**config.mk**
```make
export PLATFORM = sky130hd
export DESIGN_NAME = uart_tx_fifo_mmio
export DESIGN_NICKNAME = d
export VERILOG_FILES = /design/src/rtl/uart_tx_fifo_mmio.sv
export SDC_FILE = /design/constraint.sdc
export NUM_CORES = 1
export LEC_CHECK = 0
export ABC_AREA = 1
export ABC_CLOCK_PERIOD_IN_PS = 2600
export BUFFER_PORTS_ARGS = -buffer_cell sky130_fd_sc_hd__buf_4
export CELL_PAD_IN_SITES_DETAIL_PLACEMENT = 0
export CELL_PAD_IN_SITES_GLOBAL_PLACEMENT = 2
export CORE_UTILIZATION = 33
export CTS_CLUSTER_DIAMETER = 40
export DETAILED_ROUTE_END_ITERATION = 7
export PLACE_DENSITY = 0.82
export SLEW_MARGIN = 20
export SYNTH_ARGS = -nofsm -noshare
export SYNTH_HDL_FRONTEND = slang
export SYNTH_SLANG_ARGS = --single-unit
```
**constraint.sdc**
```tcl
create_clock -name clk -period 2.6 [get_ports clk]
set_input_delay 0.65 -clock clk [delete_from_list [all_inputs] [get_ports clk]]
set_output_delay 0.65 -clock clk [all_outputs]
set_load 0.01 [all_outputs]
```
**src/rtl/uart_tx_fifo_mmio.sv**
```systemverilog
// uart_tx_fifo_mmio
//   Memory-mapped buffered UART transmitter. CPU stores to TXDATA are queued
//   in a byte FIFO and sent 8N1 on uart_tx, so the CPU never stalls. STATUS
//   reports the FIFO level, overflow, empty, full and busy. Writing STATUS can
//   flush the FIFO (bit 0) and clear the overflow flag (bit 3). Read data is
//   registered, so it is valid the cycle after the address is presented.
// Ports
//   clk           system clock, all state on posedge
//   reset         asynchronous, active-high reset
//   memAddress    CPU byte address
//   memWriteData  CPU store data
//   memWrite      store strobe, one cycle per access
//   byteMask      byte-lane enables for stores (lane 0 qualifies all writes)
//   memReadData   registered read data, 0 when the block is not selected
//   uart_tx       serial output, idle high
module uart_tx_fifo_mmio #(
  parameter logic [31:0] BASE_MEMORY  = 32'hFFFF_FFE8,
  parameter logic [31:0] TOP_MEMORY   = 32'hFFFF_FFEF,
  parameter int          CLKS_PER_BIT = 104,
  parameter int          FIFO_DEPTH   = 16
) (
  input  logic        clk,
  input  logic        reset,
  input  logic [31:0] memAddress,
  input  logic [31:0] memWriteData,
  input  logic        memWrite,
  input  logic [3:0]  byteMask,
  output logic [31:0] memReadData,
  output logic        uart_tx
);

  localparam int PW = $clog2(FIFO_DEPTH) + 1;  // pointer width incl. wrap bit
  localparam int AW = PW - 1;                  // storage index width
  localparam int CW = $clog2(CLKS_PER_BIT);    // bit timer width

  localparam logic [1:0] ST_IDLE  = 2'd0;
  localparam logic [1:0] ST_START = 2'd1;
  localparam logic [1:0] ST_DATA  = 2'd2;
  localparam logic [1:0] ST_STOP  = 2'd3;

  localparam logic [CW-1:0] CNT_RELOAD = CW'(CLKS_PER_BIT - 1);
  localparam logic [PW-1:0] LEVEL_FULL = PW'(FIFO_DEPTH);

  logic [31:0]   off;
  logic          sel;
  logic          wr_en;
  logic          push_req;
  logic          status_wr;
  logic [PW-1:0] level;
  logic          full;
  logic          empty;
  logic          pop;
  logic [31:0]   status_word;
  logic          unused_bits;

  logic [7:0]    fifo_mem [FIFO_DEPTH];

  logic [PW-1:0] wr_ptr_d, wr_ptr_q;
  logic [PW-1:0] rd_ptr_d, rd_ptr_q;
  logic          ovf_d, ovf_q;
  logic [1:0]    state_d, state_q;
  logic [CW-1:0] cnt_d, cnt_q;
  logic [2:0]    idx_d, idx_q;
  logic [7:0]    shreg_d, shreg_q;
  logic          tx_d, tx_q;
  logic [31:0]   rdata_d, rdata_q;

  assign sel       = (memAddress >= BASE_MEMORY) && (memAddress <= TOP_MEMORY);
  assign off       = memAddress - BASE_MEMORY;
  assign wr_en     = sel && memWrite && byteMask[0];
  assign push_req  = wr_en && !off[2];
  assign status_wr = wr_en && off[2];

  // Level is the pointer difference; the extra wrap bit tells full from empty.
  assign level = wr_ptr_q - rd_ptr_q;
  assign full  = (level == LEVEL_FULL);
  assign empty = (level == PW'(0));

  // Address bits and data lanes this block never looks at.
  assign unused_bits = ^{off[31:3], off[1:0], memWriteData[31:8], byteMask[3:1]};

  assign memReadData = rdata_q;
  assign uart_tx     = tx_q;

  // FIFO storage: written only on an accepted push, no reset needed.
  always_ff @(posedge clk) begin
    if (push_req && !full) begin
      fifo_mem[wr_ptr_q[AW-1:0]] <= memWriteData[7:0];
    end
  end

  // Next-state logic: transmit FSM, FIFO pointers, overflow and read mux.
  always_comb begin
    wr_ptr_d = wr_ptr_q;
    rd_ptr_d = rd_ptr_q;
    ovf_d    = ovf_q;
    state_d  = state_q;
    cnt_d    = cnt_q;
    idx_d    = idx_q;
    shreg_d  = shreg_q;
    pop      = 1'b0;

    case (state_q)
      ST_IDLE: begin
        pop = !empty;
      end
      ST_START: begin
        if (cnt_q == CW'(0)) begin
          state_d = ST_DATA;
          idx_d   = 3'd0;
          cnt_d   = CNT_RELOAD;
        end else begin
          cnt_d = cnt_q - CW'(1);
        end
      end
      ST_DATA: begin
        if (cnt_q == CW'(0)) begin
          cnt_d = CNT_RELOAD;
          if (idx_q == 3'd7) begin
            state_d = ST_STOP;
          end else begin
            idx_d = idx_q + 3'd1;
          end
        end else begin
          cnt_d = cnt_q - CW'(1);
        end
      end
      ST_STOP: begin
        if (cnt_q == CW'(0)) begin
          // Back-to-back frames: a waiting byte starts right after the stop bit.
          if (!empty) begin
            pop = 1'b1;
          end else begin
            state_d = ST_IDLE;
          end
        end else begin
          cnt_d = cnt_q - CW'(1);
        end
      end
      default: begin
        state_d = ST_IDLE;
      end
    endcase

    if (pop) begin
      shreg_d  = fifo_mem[rd_ptr_q[AW-1:0]];
      cnt_d    = CNT_RELOAD;
      state_d  = ST_START;
      rd_ptr_d = rd_ptr_q + PW'(1);
    end else begin
      shreg_d = shreg_d;
    end

    // Full is judged on the start-of-cycle level, so a same-cycle pop does not
    // make room for the byte.
    if (push_req) begin
      if (full) begin
        ovf_d = 1'b1;
      end else begin
        wr_ptr_d = wr_ptr_q + PW'(1);
      end
    end else begin
      wr_ptr_d = wr_ptr_q;
    end

    // Flush overrides a same-cycle pop; the byte already loaded still goes out.
    if (status_wr) begin
      if (memWriteData[0]) begin
        rd_ptr_d = wr_ptr_q;
      end else begin
        rd_ptr_d = rd_ptr_d;
      end
      if (memWriteData[3]) begin
        ovf_d = 1'b0;
      end else begin
        ovf_d = ovf_d;
      end
    end else begin
      ovf_d = ovf_d;
    end

    // Line level follows the next state so uart_tx comes straight from a flop.
    case (state_d)
      ST_IDLE:  tx_d = 1'b1;
      ST_START: tx_d = 1'b0;
      ST_DATA:  tx_d = shreg_d[idx_d];
      ST_STOP:  tx_d = 1'b1;
      default:  tx_d = 1'b1;
    endcase

    status_word            = 32'h0000_0000;
    status_word[8 +: PW]   = level;
    status_word[3]         = ovf_q;
    status_word[2]         = empty;
    status_word[1]         = full;
    status_word[0]         = (state_q != ST_IDLE);

    if (sel && off[2]) begin
      rdata_d = status_word;
    end else begin
      rdata_d = 32'h0000_0000;
    end
  end

  // State registers; reset drops any frame in flight and forces the line idle.
  always_ff @(posedge clk or posedge reset) begin
    if (reset) begin
      wr_ptr_q <= '0;
      rd_ptr_q <= '0;
      ovf_q    <= 1'b0;
      state_q  <= ST_IDLE;
      cnt_q    <= '0;
      idx_q    <= 3'd0;
      shreg_q  <= 8'h00;
      tx_q     <= 1'b1;
      rdata_q  <= 32'h0000_0000;
    end else begin
      wr_ptr_q <= wr_ptr_d;
      rd_ptr_q <= rd_ptr_d;
      ovf_q    <= ovf_d;
      state_q  <= state_d;
      cnt_q    <= cnt_d;
      idx_q    <= idx_d;
      shreg_q  <= shreg_d;
      tx_q     <= tx_d;
      rdata_q  <= rdata_d;
    end
  end

endmodule

```
### Yosys cells after proc, flatten, opt, wreduce, memory -nomap -nowiden

Memory sizes are Yosys's and may differ from the RTL's.
Cells that the tools add are included.

* bits in writable memories: 128
* output and inout bits: 33
* input port bits: 71
* memories kept: 1
* register bits after elaboration: 64

Memories
* fifo_mem: words 16, width 8, rd ports 1, clocked after Yosys merged registers in 0, write ports 1, line 56 `logic [7:0] fifo_mem [FIFO_DEPTH];`

* eq/ne operators: 9
* multiplexer cells: 32
* bitwise operators: 1
* order comparisons: 3
* add/subtract/negate cells: 6
* reduce and logical (&&, ||, !) cells: 20

Operator list (count)
* greater-or-equal comparator 32 bit (second input constant): 1
* <= comparator 32 bit (second input constant): 1
* two-way mux 7 bit: 3
* two-way mux 5 bit: 3
* case mux 7 bit (2 select lines): 1
* two-way mux 13 bit: 1
* two-way mux 2 bit: 6
* adder 5 x 1 -> 5 bit (second input constant): 2
* two-way mux 1 bit: 9
* two-way mux 3 bit: 3
* equality test 2 bit (second input constant): 4
* two-way mux 8 bit: 1
* logical AND 1 bit: 7
* zero test 7 bit: 1
* subtractor 7 x 1 -> 7 bit (second input constant): 1
* case mux 2 bit (3 select lines): 1
* case mux 3 bit (2 select lines): 1
* equality test 5 bit (second input constant): 1
* zero test 5 bit: 1
* subtractor 5 bit: 1
* equality test 2 x 1 -> 1 bit (second input constant): 2
* zero test 2 bit: 2
* less-than comparator 3 x 4 -> 1 bit (second input constant): 1
* AND reduction 2 bit: 2
* other kinds (12): 15

### Logic depth before layout (Yosys ltp)

Gate-level depths: netlist (run 1).

* word-level depth: 9
* mapped depth: 18
* gate-level depth less buffers: 16

### Worst setup path before layout (run 1)

Ideal clock, no wire load.

* kind: register -> register
* start point: register rd_ptr_q[2]
* end point: memory fifo_mem[15][0] (enable)
* stages on the path, launching flop included: 14
* path slack: -237 ps
* arrival: 2462 ps
* buffers on the path: 2
* library setup time: 375 ps
* clock period less this slack: 2837 ps
* required time: 2225 ps
* cells stage by stage: dfrtp_1 buf_2 inv_1 clkbuf_1 ha_1 a21oi_1 nand3_1 nand3_1 nor2_1 inv_1 nand2_1 inv_1 nand2_2 nor2_1

* longest elaborated chain between the ends: 6

RTL lines
* start, declared: line 59 `logic [PW-1:0] rd_ptr_d, rd_ptr_q;`
* start signal, assigned: line 219 `rd_ptr_q <= rd_ptr_d;`
* subtractor 5 bit: line 75 `assign level = wr_ptr_q - rd_ptr_q;`
* equality test 5 bit: line 76 `assign full = (level == LEVEL_FULL);`
* zero test 1 bit: line 87 `if (push_req && !full) begin`
* logical AND 1 bit: line 87
* two-way mux 1 bit: line 87
* two-way mux 1 bit (not written as such): line 88 `fifo_mem[wr_ptr_q[AW-1:0]] <= memWriteData[7:0];`
* end, declared: line 56

No other way between the ends.

### Worst setup path in the final report (run 1)

* start point: register rd_ptr_q[0]
* end point: register tx_q, in the netlist uart_tx

* longest elaborated chain between the ends: 9
* elaborated cells between the ends (all ways): 20

RTL lines
* subtractor 5 bit: line 75
* zero test 5 bit: line 77 `assign empty = (level == PW'(0));`
* two-way mux 1 bit or two-way mux 2 bit (tied branches): line 131 `if (!empty) begin`
* two-way mux 1 bit or two-way mux 2 bit (tied branches): line 129 `if (cnt_q == CW'(0)) begin`
* case mux 1 bit (2 select lines) or case mux 2 bit (3 select lines) (tied branches): line 103 `case (state_q)`
* two-way mux 8 bit or two-way mux 2 bit (tied branches): line 145 `if (pop) begin`
* binary-select mux 1 bit (select 3 bit), or another cell as far along: line 186 `ST_DATA: tx_d = shreg_d[idx_d];`
* two-way mux 1 bit (not written as such) or OR reduction 2 bit (tied branches)
* case mux 1 bit (3 select lines) (*): line 183 `case (state_d)`
* named net tx_d: line 65 `logic tx_d, tx_q;`
* end signal, assigned: line 225 `tx_q <= tx_d;`
* end, declared: line 65

Mark *: on every way through the listed nets, which the timed path passes. The rest lies on a longest branch. The select of a mux whose other input is x is not followed.
A chain may end at the register's enable or synchronous reset.

==> results_dict.tcl, run 1 <==
set metrics [dict create \
    crit_path_end "uart_tx" \
    hold_viol_final 0 \
    seq_area_frac_synth_pct 62.1 \
    power.density_mw_per_mm2 556 \
    cts_sinks 169 \
    htreeDepth 4 \
    yosys_warnings 0 \
    io_buffers 51 \
    fp.dieW_um 156 \
    drt_iter0_drc 244 \
    cap_violations 0 \
    maxSlewHeadroom_pct 56.4 \
    finalPower_mw 5.51 \
    arrival_ns 2.91 \
    cts_tree "yes" \
    vdd_ir_drop_max_mv 0.434 \
    grt_setup_unrepaired "true" \
    cts_buffers 17 \
    path_clk_slew_ns 0.07 \
    vias 5527 \
    p_leak_nw 4.10 \
    status "finished clean" \
    path_buf_inv 2 \
    rows 56 \
    drtAntennaViolNets 0 \
    rr_endpoint "uart_tx" \
    globalplace.congestion 0.728 \
    diodes 0 \
    crit_type "reg -> reg" \
    min_period_over_period_pct 98.2 \
    io_pins 104 \
    fmax_ghz 0.392 \
    crit_path_end_kind "flip-flop" \
    chipHeight_um 156 \
    dieArea_mm2 0.0244 \
    grt_pass1_wl_um 28400 \
    drcViolationCount 0 \
    ys_types 37 \
    r2r_start "rd_ptr_q[0]" \
    antenna_found_initial 0 \
    root_buffer "clkbuf_16" \
    slowest_delay_ns 0.58 \
    fin_crit_ns 2.55 \
    grt_start_max_net_pins 39 \
    core_region_area_mm2 0.0234 \
    r2r_setup_slack_ns 0.05 \
    start_kind "flip-flop" \
    skew_ns 0.00905 \
    track_usage_pct 15.6 \
    rr_worst_depth 15 \
    crit_chain "ha_4, fa_2, nand2_2, nor2_4, nand3_2, buf_4, nor2_4, nor2_4, buf_4, nand2_2, nand3_1, nand3_1, nand3_2, nand3_2, a21oi_2" \
    final_nets 988 \
    syn_area_per_cell_um2 9.94 \
    drt_wl_total_um 18300 \
    syn_area_mm2 0.00785 \
    finalSetupViolCount 0 \
    viasPerCell 4.49 \
    crit_start "rd_ptr_q[0]" \
    final_max_slew_viol_count 0 \
    grt_pass1_vias 5427 \
    worstSetupPathDepth 15 \
    ys_ff_latch 169 \
    slowest_stage "fa_2" \
    netlist_instances 789 \
    wl_per_cell_um 14.9 \
    layout_common_cells "nand2_1 (154), edfxtp_1 (128), nor2_1 (120), buf_4 (96), o21ai_0 (65)" \
    worstSkewPairLatency_ns 0.43 \
    area_growth_pct 26.3 \
    dp_hpwl_um 11800 \
    final_core_util_pct 42.3 \
    tightest_slew_ns 0.650 \
    cp_max_fo 5 \
    drt_pass1_iterations 5 \
    grt_overflow_total 0 \
    worstPathRequired_ns 2.96 \
    cp_top_family "simple AND/OR/NAND/NOR gates" \
    final_common_cell "nand2_1" \
    drive_above_1_share_pct 24.1 \
    initial_utilization_pct 33.5 \
    clk_path_buf_depth 2 \
    hold_path.class "in -> async" \
]
## per-stage QoR
step	setup slack (ns)	area, um2	cells	setup TNS, ns	hold WS (ns)
2_1_floorplan	-0.00509	7980	811	-0.122	0.444
3_3_place_gp	-0.104	9010	1191	-7.01	0.457
3_5_place_dp	-0.123	9010	1191	-8.56	0.461
4_1_cts	0.00246	9650	1226	0	0.235
5_1_grt	-0.0538	9910	1230	-0.194	0.267
6_report	0.0477	9910	1230	0	0.235
## report_power, final
group          internal, mW  leakage (nW)  switching (mW)  total (mW)
Sequential             2.90          1.63   0.00000000282        2.90
Clock                  1.36         0.284            1.13        2.49
Combinational        0.0419          2.19          0.0728       0.115
Total                  4.31          4.10            1.20        5.51
## how the worst min path moves through the flow
stage | startpoint | end | slack [ns] | cells after the start
3_5_place_dp | shreg_q[0] | shreg_q[0] | 0.46 | 2
2_1_floorplan | shreg_q[1] | shreg_q[1] | 0.44 | 2
5_1_grt | reset | memReadData[9] | 0.27 | 2
6_report | reset | memReadData[10] | 0.23 | 2
3_3_place_gp | shreg_q[7] | shreg_q[7] | 0.46 | 2
4_1_cts | reset | memReadData[3] | 0.23 | 2
## final cells by class
type	count	area, um2
Fill cell	2298	13500
Clock inverter	15	159
Inverter	67	254
Timing Repair Buffer	115	1040
Sequential cell	169	4870
Tap cell	319	399
Multi-Input combinational cell	528	2760
Clock buffer	17	425
## synth_stat cells
cell,number,area (um2)
nor3_1,3,15.0
nor2_4,3,33.8
o21ai_0,68,340
a31o_2,1,8.76
dfstp_2,1,26.3
dfrtp_1,40,1000
clkinv_1,1,3.75
clkbuf_1,9,33.8
conb_1,1,3.75
xor2_1,5,43.8
a21oi_2,2,17.5
nand2_2,10,62.6
o22ai_1,1,6.26
inv_1,64,240
nor2_2,1,6.26
a21oi_1,5,25.0
o2111ai_1,1,8.76
ha_1,18,225
buf_2,13,65.1
nand3_2,3,30.0
a21o_1,1,7.51
buf_6,1,11.3
nand4_1,10,62.6
inv_2,2,7.51
fa_1,1,20.0
mux2i_1,1,10.0
nand3_1,58,290
buf_4,25,188
nor2_1,140,526
o211ai_1,2,15.0
edfxtp_1,128,3840
nor3_2,1,10.0
a31oi_1,4,25.0
nor4_1,2,12.5
nand2_1,161,604
or2_1,1,6.26
a311oi_1,1,8.76
## sequential cells by signal (all words and copies together), names as in the netlist
name         count
rd_ptr_q         5
state_q          2
wr_ptr_q         5
memReadData      9
cnt_q            7
fifo_mem       128
ovf_q            1
uart_tx          1
idx_q            3
shreg_q          8
## layer usage
layer	routed length [um]	part of all wire (%)	track usage [%]
met5	0	0	0
met4	167	0.91	3.92
met3	385	2.1	2.72
met2	9690	53	29.0
met1	8080	44	18.5
## kinds of logic after synthesis
logic type	count (synthesis)	synth area share, %
multiplexers	1	0.128
flip-flops	169	62.1
other	1	0.0478
AND/OR/NAND/NOR	393	21.1
buffers and inverters	115	7.00
XOR/XNOR	5	0.558
AO/OA/AOI/OAI	86	5.90
adder cells (fa/ha/maj)	19	3.13
## worst register-to-register path, delay by kind of cell (launching register included)
family,cells,cell delay (ns)
simple gates,10,0.94
buf+inv,2,0.30
fa+ha+maj,2,0.75
flops,1,0.43
compound gates,1,0.06
## what timing repair did
item	CTS	global route
gates cloned	0	2
hold buffers	0	0
buffers inserted	3	2
pin swaps	5	23
endpoints found under the setup margin	131	141
resized for setup	11	50
hold endpoints to repair	0	0
No activity file was read; power rests on OpenSTA's default activity.
==> inputs of run 2 (changes only) <==
ABC_AREA = default   (was 1)
CORE_UTILIZATION = 37   (was 33)
==> results_dict.tcl, run 2 <==
set metrics [dict create \
    arrival_ns 3.54 \
    drtAntennaViolNets 0 \
    cts_buffers 17 \
    grt_setup_unrepaired "true" \
    yosysMostFrequentCell "edfxtp_1" \
    multiInputGateArea_mm2 0.00274 \
    skew_ns 0.0143 \
    layout_common_cells "edfxtp_1 (128), buf_4 (99), nand2_1 (40), dfrtp_1 (38), mux4_2 (32)" \
    drt_pass1_iterations 4 \
    yosys_warnings 0 \
    dieArea_mm2 0.0210 \
    finalSetupViolCount 142 \
    worst_slack_ns -0.583 \
    start_kind "flip-flop" \
    antenna_found_initial 0 \
    viasPerCell 5.04 \
    power.density_mw_per_mm2 590 \
    ys_ff_latch 169 \
    tightest_slew_ns 0.694 \
    cap_violations 0 \
    instances_no_fill 891 \
    synth_top_area_share_pct 50.8 \
    fin_crit_ns 3.18 \
    final_max_slew_viol_count 0 \
    dp_hpwl_um 10400 \
    crit_path_end_kind "flip-flop" \
    slowest_delay_ns 0.47 \
    area_growth_pct 26.5 \
    vdd_ir_drop_max_mv 0.541 \
    cts_tree "yes" \
    grt_pass1_vias 4713 \
    wl_per_cell_um 17.9 \
    fmax_ghz 0.314 \
    synth_area_leader_cell "edfxtp_1" \
    p_leak_nw 3.61 \
    async_reset_ff_share_pct 24.3 \
    ys_types 64 \
    placed_cells 844 \
    cp_max_fo 3 \
    io_pins 104 \
    chipHeight_um 145 \
    worstPathRequired_ns 2.96 \
    grt_start_max_net_pins 42 \
    initial_utilization_pct 38.3 \
    drt_iter0_drc 279 \
    crit_chain "ha_4, fa_2, nand2b_4, a21oi_4, xnor2_2, or4_4, buf_4, o21ai_1, a21oi_1, o22a_1, o221a_4, ha_2, inv_1, a311oi_2, o211ai_1, a31oi_1" \
    vias 4492 \
    regArea_mm2 0.00487 \
    seq_area_frac_synth_pct 64.3 \
    syn_area_per_cell_um2 15.1 \
    htreeDepth 4 \
    min_period_over_period_pct 122 \
    postCtsHoldBufs 0 \
    drive_above_1_share_pct 39.0 \
    hold_path.class "in -> async" \
    slowest_stage "or4_4" \
    worstSkewPairLatency_ns 0.44 \
    fp.dieW_um 145 \
    crit_type "reg -> reg" \
    synth.area.top_cells "edfxtp_1 (51%), dfrtp_1 (13%), mux4_2 (9.5%)" \
    drt_wl_total_um 16000 \
    syn_area_mm2 0.00757 \
    io_buffers 51 \
    violations "setup timing" \
    n_fill_cell 1724 \
    grt_overflow_total 0 \
    rows 51 \
    diodes 0 \
    netlist_instances 500 \
    final_common_cell "edfxtp_1" \
    track_usage_pct 15.8 \
    root_buffer "clkbuf_16" \
    synth_flop_cell "edfxtp_1" \
    synth_edf_count 128 \
    cts_sinks 169 \
    synth_commonest_cells "edfxtp_1 (128), nand2_1 (45), dfrtp_1 (40)" \
    globalplace.congestion 0.798 \
    largest_reg_flops 128 \
    finalPower_mw 5.65 \
    core_region_area_mm2 0.0198 \
    grt_pass1_wl_um 25300 \
    hold_viol_final 0 \
    status "finished, violations left" \
    clk_path_buf_depth 2 \
    path_clk_slew_ns 0.08 \
    final_nets 703 \
    drcViolationCount 0 \
    maxSlewHeadroom_pct 53.7 \
]
-- run 2: where the power goes --
part           internal, mW  switching (mW)  total [mW]  leakage, nW
sequential             2.90   0.00000000266        2.90         1.63
combinational        0.0423          0.0682       0.111         1.68
clock                  1.34            1.30        2.64        0.304
total                  4.28            1.37        5.65         3.61
-- run 2: final timing paths --
kind | cells after the start | from | end | slack, ns
max | 16 | rd_ptr_q[0] | uart_tx | -0.58
min | 3 | reset | cnt_q[1] | 0.35
max reg2reg | 16 | rd_ptr_q[0] | uart_tx | -0.58
min reg2reg | 2 | shreg_q[1] | shreg_q[1] | 0.48
max in group asynchronous | 3 | reset | rd_ptr_q[1] | 1.83
min in group clk | 2 | memAddress[2] | ovf_q | 0.45
-- run 2: timing repair --
| action | 4_1_cts | 5_1_grt |
|---|---|---|
| buffers inserted | 8 | 9 |
| pin swaps | 20 | 21 |
| gates resized for setup | 21 | 21 |
| setup endpoints to repair | 139 | 149 |
| endpoints found under the hold margin | 0 | 0 |
| cloned | 1 | 0 |
-- run 2: cells by family (layout without fill, tap and decap cells) --
group | count (synthesis) | in the layout | synth area share, %
multiplexers | 44 | 44 | 11.3
XOR/XNOR | 14 | 14 | 1.62
adder cells (fa/ha/maj) | 19 | 19 | 3.24
AND/OR/NAND/NOR | 137 | 138 | 9.83
buffers and inverters | 59 | 162 | 4.33
flip-flops | 169 | 169 | 64.3
other | 1 | 23 | 0.0495
AO/OA/AOI/OAI | 57 | 57 | 5.35
-- run 2: critical path: cells and delay by family, from the launching register on --
| kind | cells | cell delay (ns) |
|---|---|---|
| buf+inv | 2 | 0.23 |
| fa+ha+maj | 3 | 0.70 |
| simple gates | 2 | 0.63 |
| compound gates | 8 | 1.05 |
| flops | 1 | 0.43 |
| xor+xnor | 1 | 0.08 |
-- run 2: layout make-up --
| cell class | count | share of cell area (%) |
|---|---|---|
| flip-flops and latches | 169 | 50.9 |
| multi-input cells | 295 | 28.6 |
| repair buffers | 112 | 9.75 |
| clock buffers | 17 | 4.44 |
| well taps | 265 | 3.46 |
| clock inverters | 15 | 2.16 |
| inverters | 18 | 0.758 |
-- run 2: metal layers --
metal	part of all wire, %	track usage [%]	vias up
li1	-	-	2085
met1	43	20.0	2253
met2	51	26.8	128
met3	4.0	2.99	26
met4	1.9	6.26	0
met5	0	0	-
-- run 2: stage by stage --
| step | instance area (um2) | util [%] | hold slack [ns] | setup slack [ns] | TNS [ns] |
|---|---|---|---|---|---|
| 6_report | 9580 | 48.4 | 0.349 | -0.583 | -45.62 |
| 5_1_grt | 9580 | 48.4 | 0.400 | -0.738 | -67.52 |
| 4_1_cts | 9440 | 47.7 | 0.365 | -0.463 | -39.40 |
| 3_5_place_dp | 8660 | 43.8 | 0.465 | -0.489 | -50.30 |
| 3_3_place_gp | 8660 | 43.8 | 0.461 | -0.485 | -42.31 |
| 2_1_floorplan | 7820 | - | 0.445 | -0.431 | -22.51 |
==> inputs of run 3 (changes only) <==
CELL_PAD_IN_SITES_DETAIL_PLACEMENT = 1   (was 0)
CORE_ASPECT_RATIO = 0.7   (was default)
SETUP_SLACK_MARGIN = 0.1   (was default)
==> results_dict.tcl, run 3 (synthesis gave the netlist of run 2 again) <==
set metrics [dict create \
    r2r_start "wr_ptr_q[0]" \
    chipHeight_um 122 \
    grt_pass1_wl_um 28900 \
    placed_cells 848 \
    skew_ns 0.0121 \
    drt_wl_total_um 19400 \
    hold_ws_ns 0.377 \
    wl_per_cell_um 21.6 \
    grt_setup_unrepaired "true" \
    grt_start_max_net_pins 42 \
    worstPathRequired_ns 2.95 \
    fin_crit_ns 3.32 \
    drt_pass1_iterations 5 \
    final_nets 703 \
    finalPower_mw 5.53 \
    rows 43 \
    grt_pass1_vias 4893 \
    dr_wl_met2_um 9470 \
    worst_slack_ns -0.723 \
    n_fill_cell 1997 \
    finalSetupViolCount 139 \
    dp_hpwl_um 12700 \
    power.density_mw_per_mm2 579 \
    io_buffers 51 \
    cts_sinks 169 \
    largest_reg_flops 128 \
    path_clk_slew_ns 0.07 \
    root_buffer "clkbuf_16" \
    violations "setup timing" \
    track_usage_pct 18.6 \
    final_common_cell "edfxtp_1" \
    rr_worst_depth 16 \
    hold_path.class "in -> async" \
    arrival_ns 3.68 \
    cts_tree "yes" \
    wl_met1_um 8910 \
    viasPerCell 5.20 \
    cts_buffers 17 \
    instances_no_fill 896 \
    grt_overflow_total 0 \
    fp.dieW_um 173 \
    min_period_over_period_pct 128 \
    crit_type "reg -> reg" \
    initial_utilization_pct 38.0 \
    cp_max_fo 3 \
    maxSlewHeadroom_pct 61.9 \
    drt_iter0_drc 325 \
    core_region_area_mm2 0.0199 \
    globalplace.congestion 0.790 \
    drtAntennaViolNets 0 \
    io_pins 104 \
    area_growth_pct 26.2 \
    htreeDepth 4 \
    dr_wl_met3_um 862 \
    start_kind "flip-flop" \
    worstSkewPairLatency_ns 0.43 \
    vdd_ir_drop_max_mv 0.665 \
    drcViolationCount 0 \
    dr.max_layer_used "met4" \
    antenna_found_initial 0 \
    final_max_slew_viol_count 0 \
    drive_above_1_share_pct 38.8 \
    layout_common_cells "edfxtp_1 (128), buf_4 (98), nand2_1 (39), dfrtp_1 (38), mux4_2 (32)" \
    fmax_ghz 0.301 \
    cap_violations 0 \
    dieArea_mm2 0.0211 \
    status "finished, violations left" \
    clk_path_buf_depth 2 \
    rr_endpoint "uart_tx" \
    crit_path_end_kind "flip-flop" \
    tightest_slew_ns 0.571 \
    diodes 0 \
    r2r_setup_slack_ns -0.72 \
    p_leak_nw 3.59 \
    vias 4656 \
    hold_viol_final 0 \
]
## run 3: layout make-up
cell class                      count  area, um2  share of cell area [%]
Multi-Input combinational cell    295       2750                    28.7
Timing Repair Buffer              112        953                    9.97
Clock inverter                     14        146                    1.53
Clock buffer                       18        429                    4.49
Sequential cell                   169       4870                    51.0
Tap cell                          270        338                    3.53
Inverter                           18       72.6                   0.759
## run 3: worst max-delay path by stage
| stage | startpoint | slack [ns] | to |
|---|---|---|---|
| 3_3_place_gp | rd_ptr_q[0] | -0.42 | uart_tx |
| 6_report | wr_ptr_q[0] | -0.72 | uart_tx |
| 2_1_floorplan | rd_ptr_q[2] | -0.43 | uart_tx |
| 5_1_grt | wr_ptr_q[0] | -0.77 | uart_tx |
| 4_1_cts | rd_ptr_q[0] | -0.62 | uart_tx |
| 3_5_place_dp | wr_ptr_q[0] | -0.54 | uart_tx |
## run 3: metrics by stage
stage               setup slack [ns]  instance area (um2)  setup TNS, ns  util (%)
global route                  -0.775                 9560         -46.14      48.0
global placement              -0.419                 8670         -41.43      43.5
floorplan                     -0.430                 7820         -22.54         -
finish                        -0.723                 9560         -33.39      48.0
detailed placement            -0.536                 8670         -49.10      43.5
CTS                           -0.619                 9400         -38.71      47.2
## run 3: timing repair
item | in CTS | in global routing
resized for setup | 23 | 26
gates cloned | 0 | 1
setup endpoints to repair | 144 | 151
hold buffers | 0 | 0
pin swaps | 16 | 19
setup buffers | 8 | 12
## run 3: metal layers
layer / track usage, % / up-vias
li1: - / 2076
met1: 25.2 / 2424
met2: 30.8 / 143
met3: 4.18 / 13
met4: 3.76 / 0
met5: 0 / -
## run 3: critical path, cell delays in order (launching register included)
cell and delay [ns]:
dfrtp_1 0.37, inv_2 0.06, ha_4 0.16, fa_2 0.37
nand2b_4 0.17, a21oi_4 0.19, xnor2_2 0.09, or4_4 0.46
a2bb2oi_2 0.16, o21ai_2 0.14, a21oi_2 0.08, nor2_1 0.14
ha_2 0.20, inv_1 0.04, a311oi_1 0.22, o211ai_1 0.18
a31oi_4 0.19
## run 3: where the power goes
| group | total [mW] | switching, mW | leakage [nW] | internal (mW) |
|---|---|---|---|---|
| Sequential | 2.91 | 0.00000000285 | 1.63 | 2.91 |
| Clock | 2.51 | 1.09 | 0.267 | 1.42 |
| Combinational | 0.113 | 0.0704 | 1.69 | 0.0422 |
